--- src/rtl/gtfmac_pmtick_statsbank.sv ---
// Multi-channel pm_tick statistics bank: split LSB/MSB interval counters per channel,
// coherent snapshot on pm_tick, held outputs and a registered channel read port.
module gtfmac_pmtick_statsbank #(
  parameter int unsigned NUM_CH   = 4,
  parameter int unsigned INWIDTH  = 4,
  parameter int unsigned OUTWIDTH = 48,
  parameter bit          SATURATE = 1'b1,
  localparam int unsigned SELW    = (NUM_CH > 1) ? $clog2(NUM_CH) : 1
) (
  input  logic                         clk,
  input  logic                         reset,
  input  logic                         pm_tick,
  input  logic [NUM_CH*INWIDTH-1:0]    pulsein,
  input  logic                         hold_output,
  input  logic                         rd_en,
  input  logic [SELW-1:0]              rd_sel,
  output logic [NUM_CH*OUTWIDTH-1:0]   statsout,
  output logic [NUM_CH-1:0]            ovf_out,
  output logic                         snapshot_valid,
  output logic [OUTWIDTH-1:0]          rd_data,
  output logic                         rd_ovf,
  output logic                         rd_valid
);

  localparam int unsigned HW = OUTWIDTH / 2;

  logic                pm_tick_r_q, pm_tick_r_d;
  logic                pm_tick_d1_q, pm_tick_d1_d;
  logic [HW-1:0]       lsb_q [NUM_CH];
  logic [HW-1:0]       lsb_d [NUM_CH];
  logic [NUM_CH-1:0]   lsb_ovf_q, lsb_ovf_d;
  logic [HW-1:0]       lsb_d1_q [NUM_CH];
  logic [HW-1:0]       lsb_d1_d [NUM_CH];
  logic [HW-1:0]       msb_q [NUM_CH];
  logic [HW-1:0]       msb_d [NUM_CH];
  logic [NUM_CH-1:0]   ovf_q, ovf_d;
  logic [OUTWIDTH-1:0] statshold_q [NUM_CH];
  logic [OUTWIDTH-1:0] statshold_d [NUM_CH];
  logic [NUM_CH-1:0]   ovf_hold_q, ovf_hold_d;
  logic [OUTWIDTH-1:0] statsout_q [NUM_CH];
  logic [OUTWIDTH-1:0] statsout_d [NUM_CH];
  logic [NUM_CH-1:0]   ovf_out_q, ovf_out_d;
  logic                snapshot_valid_q, snapshot_valid_d;
  logic                rd_req_q, rd_req_d;
  logic [SELW-1:0]     rd_sel_q, rd_sel_d;
  logic [OUTWIDTH-1:0] rd_data_q, rd_data_d;
  logic                rd_ovf_q, rd_ovf_d;
  logic                rd_valid_q, rd_valid_d;
  logic [HW:0]         lsb_sum [NUM_CH];
  logic [HW:0]         msb_sum [NUM_CH];

  always_comb begin
    pm_tick_r_d      = pm_tick;
    pm_tick_d1_d     = pm_tick_r_q;
    snapshot_valid_d = pm_tick_d1_q;
    lsb_ovf_d        = '0;
    ovf_d            = '0;
    ovf_hold_d       = ovf_hold_q;
    ovf_out_d        = hold_output ? ovf_out_q : ovf_hold_q;
    for (int unsigned c = 0; c < NUM_CH; c++) begin
      lsb_sum[c]     = {1'b0, lsb_q[c]} + (HW+1)'(pulsein[c*INWIDTH +: INWIDTH]);
      msb_sum[c]     = {1'b0, msb_q[c]} + {{HW{1'b0}}, lsb_ovf_q[c]};
      lsb_d[c]       = lsb_sum[c][HW-1:0];
      msb_d[c]       = msb_sum[c][HW-1:0];
      statshold_d[c] = statshold_q[c];
      statsout_d[c]  = hold_output ? statsout_q[c] : statshold_q[c];

      if (pm_tick_r_q) begin
        lsb_d[c]     = HW'(pulsein[c*INWIDTH +: INWIDTH]);
        lsb_ovf_d[c] = 1'b0;
      end else begin
        lsb_ovf_d[c] = lsb_sum[c][HW];
      end

      // lsb_ovf is always cleared the edge before pm_tick_d1, so no carry is dropped here
      if (pm_tick_d1_q) begin
        msb_d[c]       = '0;
        ovf_d[c]       = 1'b0;
        statshold_d[c] = {msb_q[c], lsb_d1_q[c]};
        ovf_hold_d[c]  = ovf_q[c];
      end else if (SATURATE && (ovf_q[c] || msb_sum[c][HW])) begin
        msb_d[c] = '1;
        ovf_d[c] = 1'b1;
      end else begin
        ovf_d[c] = ovf_q[c] | msb_sum[c][HW];
      end

      // Saturate on the flag's next value so a carry landing on the final edge still clamps
      lsb_d1_d[c] = (SATURATE && ovf_d[c]) ? '1 : lsb_q[c];
    end

    rd_req_d   = rd_en;
    rd_sel_d   = rd_sel;
    rd_valid_d = rd_req_q;
    rd_data_d  = rd_data_q;
    rd_ovf_d   = rd_ovf_q;
    if (rd_req_q) begin
      rd_data_d = '0;
      rd_ovf_d  = 1'b0;
      for (int unsigned c = 0; c < NUM_CH; c++) begin
        if (rd_sel_q == SELW'(c)) begin
          rd_data_d = statsout_q[c];
          rd_ovf_d  = ovf_out_q[c];
        end
      end
    end
  end

  always_ff @(posedge clk) begin
    if (reset) begin
      pm_tick_r_q      <= 1'b0;
      pm_tick_d1_q     <= 1'b0;
      lsb_q            <= '{default: '0};
      lsb_ovf_q        <= '0;
      lsb_d1_q         <= '{default: '0};
      msb_q            <= '{default: '0};
      ovf_q            <= '0;
      statshold_q      <= '{default: '0};
      ovf_hold_q       <= '0;
      statsout_q       <= '{default: '0};
      ovf_out_q        <= '0;
      snapshot_valid_q <= 1'b0;
      rd_req_q         <= 1'b0;
      rd_sel_q         <= '0;
      rd_data_q        <= '0;
      rd_ovf_q         <= 1'b0;
      rd_valid_q       <= 1'b0;
    end else begin
      pm_tick_r_q      <= pm_tick_r_d;
      pm_tick_d1_q     <= pm_tick_d1_d;
      lsb_q            <= lsb_d;
      lsb_ovf_q        <= lsb_ovf_d;
      lsb_d1_q         <= lsb_d1_d;
      msb_q            <= msb_d;
      ovf_q            <= ovf_d;
      statshold_q      <= statshold_d;
      ovf_hold_q       <= ovf_hold_d;
      statsout_q       <= statsout_d;
      ovf_out_q        <= ovf_out_d;
      snapshot_valid_q <= snapshot_valid_d;
      rd_req_q         <= rd_req_d;
      rd_sel_q         <= rd_sel_d;
      rd_data_q        <= rd_data_d;
      rd_ovf_q         <= rd_ovf_d;
      rd_valid_q       <= rd_valid_d;
    end
  end

  for (genvar g = 0; g < NUM_CH; g++) begin : g_out
    assign statsout[g*OUTWIDTH +: OUTWIDTH] = statsout_q[g];
  end

  assign ovf_out        = ovf_out_q;
  assign snapshot_valid = snapshot_valid_q;
  assign rd_data        = rd_data_q;
  assign rd_ovf         = rd_ovf_q;
  assign rd_valid       = rd_valid_q;

endmodule

--- config.mk ---
export PLATFORM = sky130hd
export DESIGN_NAME = gtfmac_pmtick_statsbank
export DESIGN_NICKNAME = d
export VERILOG_FILES = /design/src/rtl/gtfmac_pmtick_statsbank.sv
export SDC_FILE = /design/constraint.sdc
export NUM_CORES = 1
export LEC_CHECK = 0
export ABC_AREA = 1
export ABC_CLOCK_PERIOD_IN_PS = 3500
export BUFFER_PORTS_ARGS = -buffer_cell sky130_fd_sc_hd__buf_2
export CELL_PAD_IN_SITES_DETAIL_PLACEMENT = 0
export CELL_PAD_IN_SITES_GLOBAL_PLACEMENT = 2
export CORE_MARGIN = 2
export CORE_UTILIZATION = 37
export DETAILED_ROUTE_END_ITERATION = 7
export PLACE_DENSITY = 0.85
export SYNTH_ARGS = -nofsm -noshare
export SYNTH_HDL_FRONTEND = slang
export SYNTH_SLANG_ARGS = --single-unit
--- constraint.sdc ---
create_clock -name clk -period 3.5 [get_ports clk]
set_input_delay 0.7 -clock clk [delete_from_list [all_inputs] [get_ports clk]]
set_output_delay 0.7 -clock clk [all_outputs]
set_load 0.05 [all_outputs]
==> results summary <==
The depth of the CTS H-tree came out at 3. The peak fanout along the critical path came out at 34. The final-layout setup total negative slack came out at 0 ns. The longest clock path from root to sink contains 3 buffers. The clock latency of the later-clocked register in the worst-skew pair is 0.63 ns. The path class of the lowest-slack min-delay path is in2reg.

The worst-margin pin slew is 0.9113 ns. Post-CTS timing repair inserted 0 buffers for setup. Static timing analysis puts the maximum clock frequency at 418.2 MHz.

The data arrival time of the critical path came out at a little under 3 ns. The cell area after technology mapping is between 20,000 and 30,000 sq um. The worst register-to-register path begins at lsb_ovf_q[0]. The standard cell core area came out at about 80,000 sq um. The cell count after synthesis came out at 3,777. In the routed design, unresolved DRC markers number 0. The effective utilization at floorplan is 0.3726. Setup repair after global routing left no endpoint under its margin.

The residual antenna-violating net count after detailed routing is 0. The total congestion overflow after global routing came out at 0. The post-synthesis average cell area is 7.754 sq um. The initialized floorplan defines 103 standard-cell rows.

The count of antenna diodes in the layout came out at 0. The number of unique standard cell types used by synthesis came out at 42. The net count of the finished layout is 4,028. Between clock sinks in the finished design, the worst skew comes to roughly 0.024 ns. The biggest area contributor in the post-synthesis netlist is sky130_fd_sc_hd__dfxtp_1. The setup slack after layout is roughly 1.1 ns. The fraction of synthesis flops using an asynchronous set or reset pin came out at 0. The via count normalized by instance count came out at 4.974. The via count came out at 25,270.

The prevailing post-synth register cell is sky130_fd_sc_hd__dfxtp_1. The TritonCTS sink count came out at 744. The post-cts repair resize count came out at 0. For this design the static power due to leakage is 13.95 nW.

The total routed wirelength came out at 96,790 um. The die is 285.4 um wide. The critical path startpoint category is a flop. The worst voltage drop across the vdd grid is 0.3554 mV.

The endpoint identified for the worst register-to-register timing path is lsb_d1_q[76]. STA classifies the critical path endpoint as a flop. TritonCTS built the clock tree. Counting flops with a built-in enable in the synthesized netlist gives 0. The wire length per cell after detailed routing is 19.05 um. The detailed placer's ending HPWL came out at 69,970 um. The startpoint identified for the worst hold timing path is pulsein[15].

Setup slack on the worst reg-to-reg path comes out at 1.11 ns. The count of pins on the block boundary is 270. The weighted congestion reported at the end of routability-driven placement came out at 0.8742.

The register clock-pin slew on the reported worst setup and hold paths is ~0.060 ns. The cell depth of the worst min-delay path is 3. The die covers 81,420 sq um. The top cell type's share of synthesized area is 0.5085.

For this run, the detailed router's first-pass iteration total came to 5. The number of CTS-inserted buffers came out at slightly above 80. The cell count after placement is about 4,900. The time the worst path needs with I/O delays and setup came out at 2.391 ns. The worst setup path category is reg2reg. The total of endpoints with negative setup slack in the final report came out at 0. At the worst endpoint, the required time is between 4 and 5 ns. The number of buffers added on ports is 269. The total power divided by cell area is 559.8 nW/um^2. The total nets after synthesis is around 3,800. The hold buffer count at cts is 0. Yosys attributes the largest share of cell area to sky130_fd_sc_hd__dfxtp_1 51%, sky130_fd_sc_hd__nand2_1 9.1%, sky130_fd_sc_hd__o21ai_0 8.9%.

The maximum number of pins on one net before global-route repair is 171. After the flow finishes, the layout carries non-filler instances totaling 5,081. The synthesis-stage register bit count is approximately 740. Leaving out fill and tap cells, the most frequent cell in the layout is sky130_fd_sc_hd__dfxtp_1. The height of the chip is 285.4 um.

The final hold violation count came out at 0. The reported max-cap violation count is 0. Prior to clock tree synthesis, the placed netlist has a worst setup slack of 0.8942 ns. The share of the Yosys chip area taken by registers is 0.5085. The endpoint of the worst hold-timing path is lsb_q[3]. The final hold slack is 0.3007 ns. The number of max-slew violations in the final report is 0. The flow ran to the end, and the final reports show no timing, DRC or antenna violations. The initial DRC count is 1,597. The synthesis warning total came out at 0. The path depth of the worst reg2reg path came out at 10.

The fraction of final layout cells with drive strength greater than 1 came out at 0.1248. The root buffer cell chosen for the clock tree is sky130_fd_sc_hd__clkbuf_16. The global router's overall resource usage is 0.2328.

The first global-routing pass estimated 146,600 um of wire. The number of global-route vias before repair was between 20,000 and 25,000. The layout overhead on the synthesized area came out at 16.03%.

The number of antenna violations at the first check in global routing came out at 3. In the layout the commonest cells are 743 x sky130_fd_sc_hd__dfxtp_1, 705 x sky130_fd_sc_hd__nand2_1, 582 x sky130_fd_sc_hd__nor2_1. The final worst-path cycle share came out at 0.6833. The worst-case headroom to the max-slew limit is 0.3916.
## worst max-delay path, stage by stage (launching register included)
cell	delay [ns]
sky130_fd_sc_hd__dfxtp_1	0.37
sky130_fd_sc_hd__ha_1	0.31
sky130_fd_sc_hd__ha_1	0.27
sky130_fd_sc_hd__nand2_2	0.10
sky130_fd_sc_hd__nor2_4	0.21
sky130_fd_sc_hd__nand2_4	0.10
sky130_fd_sc_hd__inv_2	0.06
sky130_fd_sc_hd__nand2_2	0.06
sky130_fd_sc_hd__nand2_4	0.21
sky130_fd_sc_hd__nand2_4	0.34
sky130_fd_sc_hd__o21ai_0	0.22
## how the worst max path moves through the flow
stage,startpoint,endpoint,slack (ns),cells after the start
2_1_floorplan,pulsein[8],lsb_q[40],1.38,9
3_3_place_gp,pulsein[8],lsb_q[40],0.89,10
3_5_place_dp,pulsein[8],lsb_q[40],0.89,10
4_1_cts,lsb_ovf_q[0],lsb_d1_q[76],1.11,10
5_1_grt,lsb_ovf_q[0],lsb_d1_q[76],0.91,10
6_report,lsb_ovf_q[0],lsb_d1_q[76],1.11,10
## final cells by class
type | count | area, sq um
fillers | 8204 | 44630
flip-flops and latches | 744 | 14900
multi-input cells | 2498 | 12110
clock buffers | 112 | 2379
repair buffers | 310 | 1740
well taps | 1050 | 1314
inverters | 342 | 1296
clock inverters | 25 | 244.0
## cell usage after synthesis, types with 12 or more instances
cell	number
sky130_fd_sc_hd__nor3_1	18
sky130_fd_sc_hd__a211oi_1	27
sky130_fd_sc_hd__o21ai_0	519
sky130_fd_sc_hd__nand2_1	707
sky130_fd_sc_hd__a22o_1	133
sky130_fd_sc_hd__o21ai_1	25
sky130_fd_sc_hd__o21ai_2	15
sky130_fd_sc_hd__ha_1	24
sky130_fd_sc_hd__nor2_1	584
sky130_fd_sc_hd__dfxtp_1	744
sky130_fd_sc_hd__nor2_2	12
sky130_fd_sc_hd__nand4_1	12
sky130_fd_sc_hd__nand3_1	117
sky130_fd_sc_hd__a21oi_1	190
sky130_fd_sc_hd__clkbuf_1	91
sky130_fd_sc_hd__nand2_2	13
sky130_fd_sc_hd__buf_2	63
sky130_fd_sc_hd__buf_6	24
sky130_fd_sc_hd__xor2_1	27
sky130_fd_sc_hd__o22ai_1	29
sky130_fd_sc_hd__inv_1	332
## registers in the layout (all words and copies together), names as in the netlist, 48 cells and up
| register | count |
|---|---|
| lsb_d1_q | 96 |
| msb_q | 96 |
| statsout | 192 |
| statshold_q | 192 |
| lsb_q | 96 |
| rd_data | 48 |
## metrics by stage
stage	util	total power (W)	area (sq um)
2_1_floorplan	-	0.01015	29290
3_3_place_gp	0.3989	0.01072	31360
3_5_place_dp	0.3989	0.01072	31360
4_1_cts	0.4323	0.01924	33980
5_1_grt	0.4323	0.01972	33980
6_report	0.4323	0.01902	33980
## where the power goes
group          internal [W]  switching (W)  total [W]
clock network       0.00502        0.00348    0.00850
logic              0.000372        0.00127    0.00164
registers           0.00868       0.000207    0.00888
## layer usage
metal	global-route usage	share of wire
met1	0.3133	0.46
met2	0.3715	0.45
met3	0.04496	0.055
met4	0.08298	0.034
met5	0	0.00013
## logic make-up after synthesis
kind of cell	synth area share
adders and majority gates	0.01299
DFF	0.5085
AOI/OAI and AO/OA	0.1868
buffers and inverters	0.07839
xor gates and xnor gates	0.008373
and+or+nand+nor	0.2049
(Power assumes the default switching activity.)
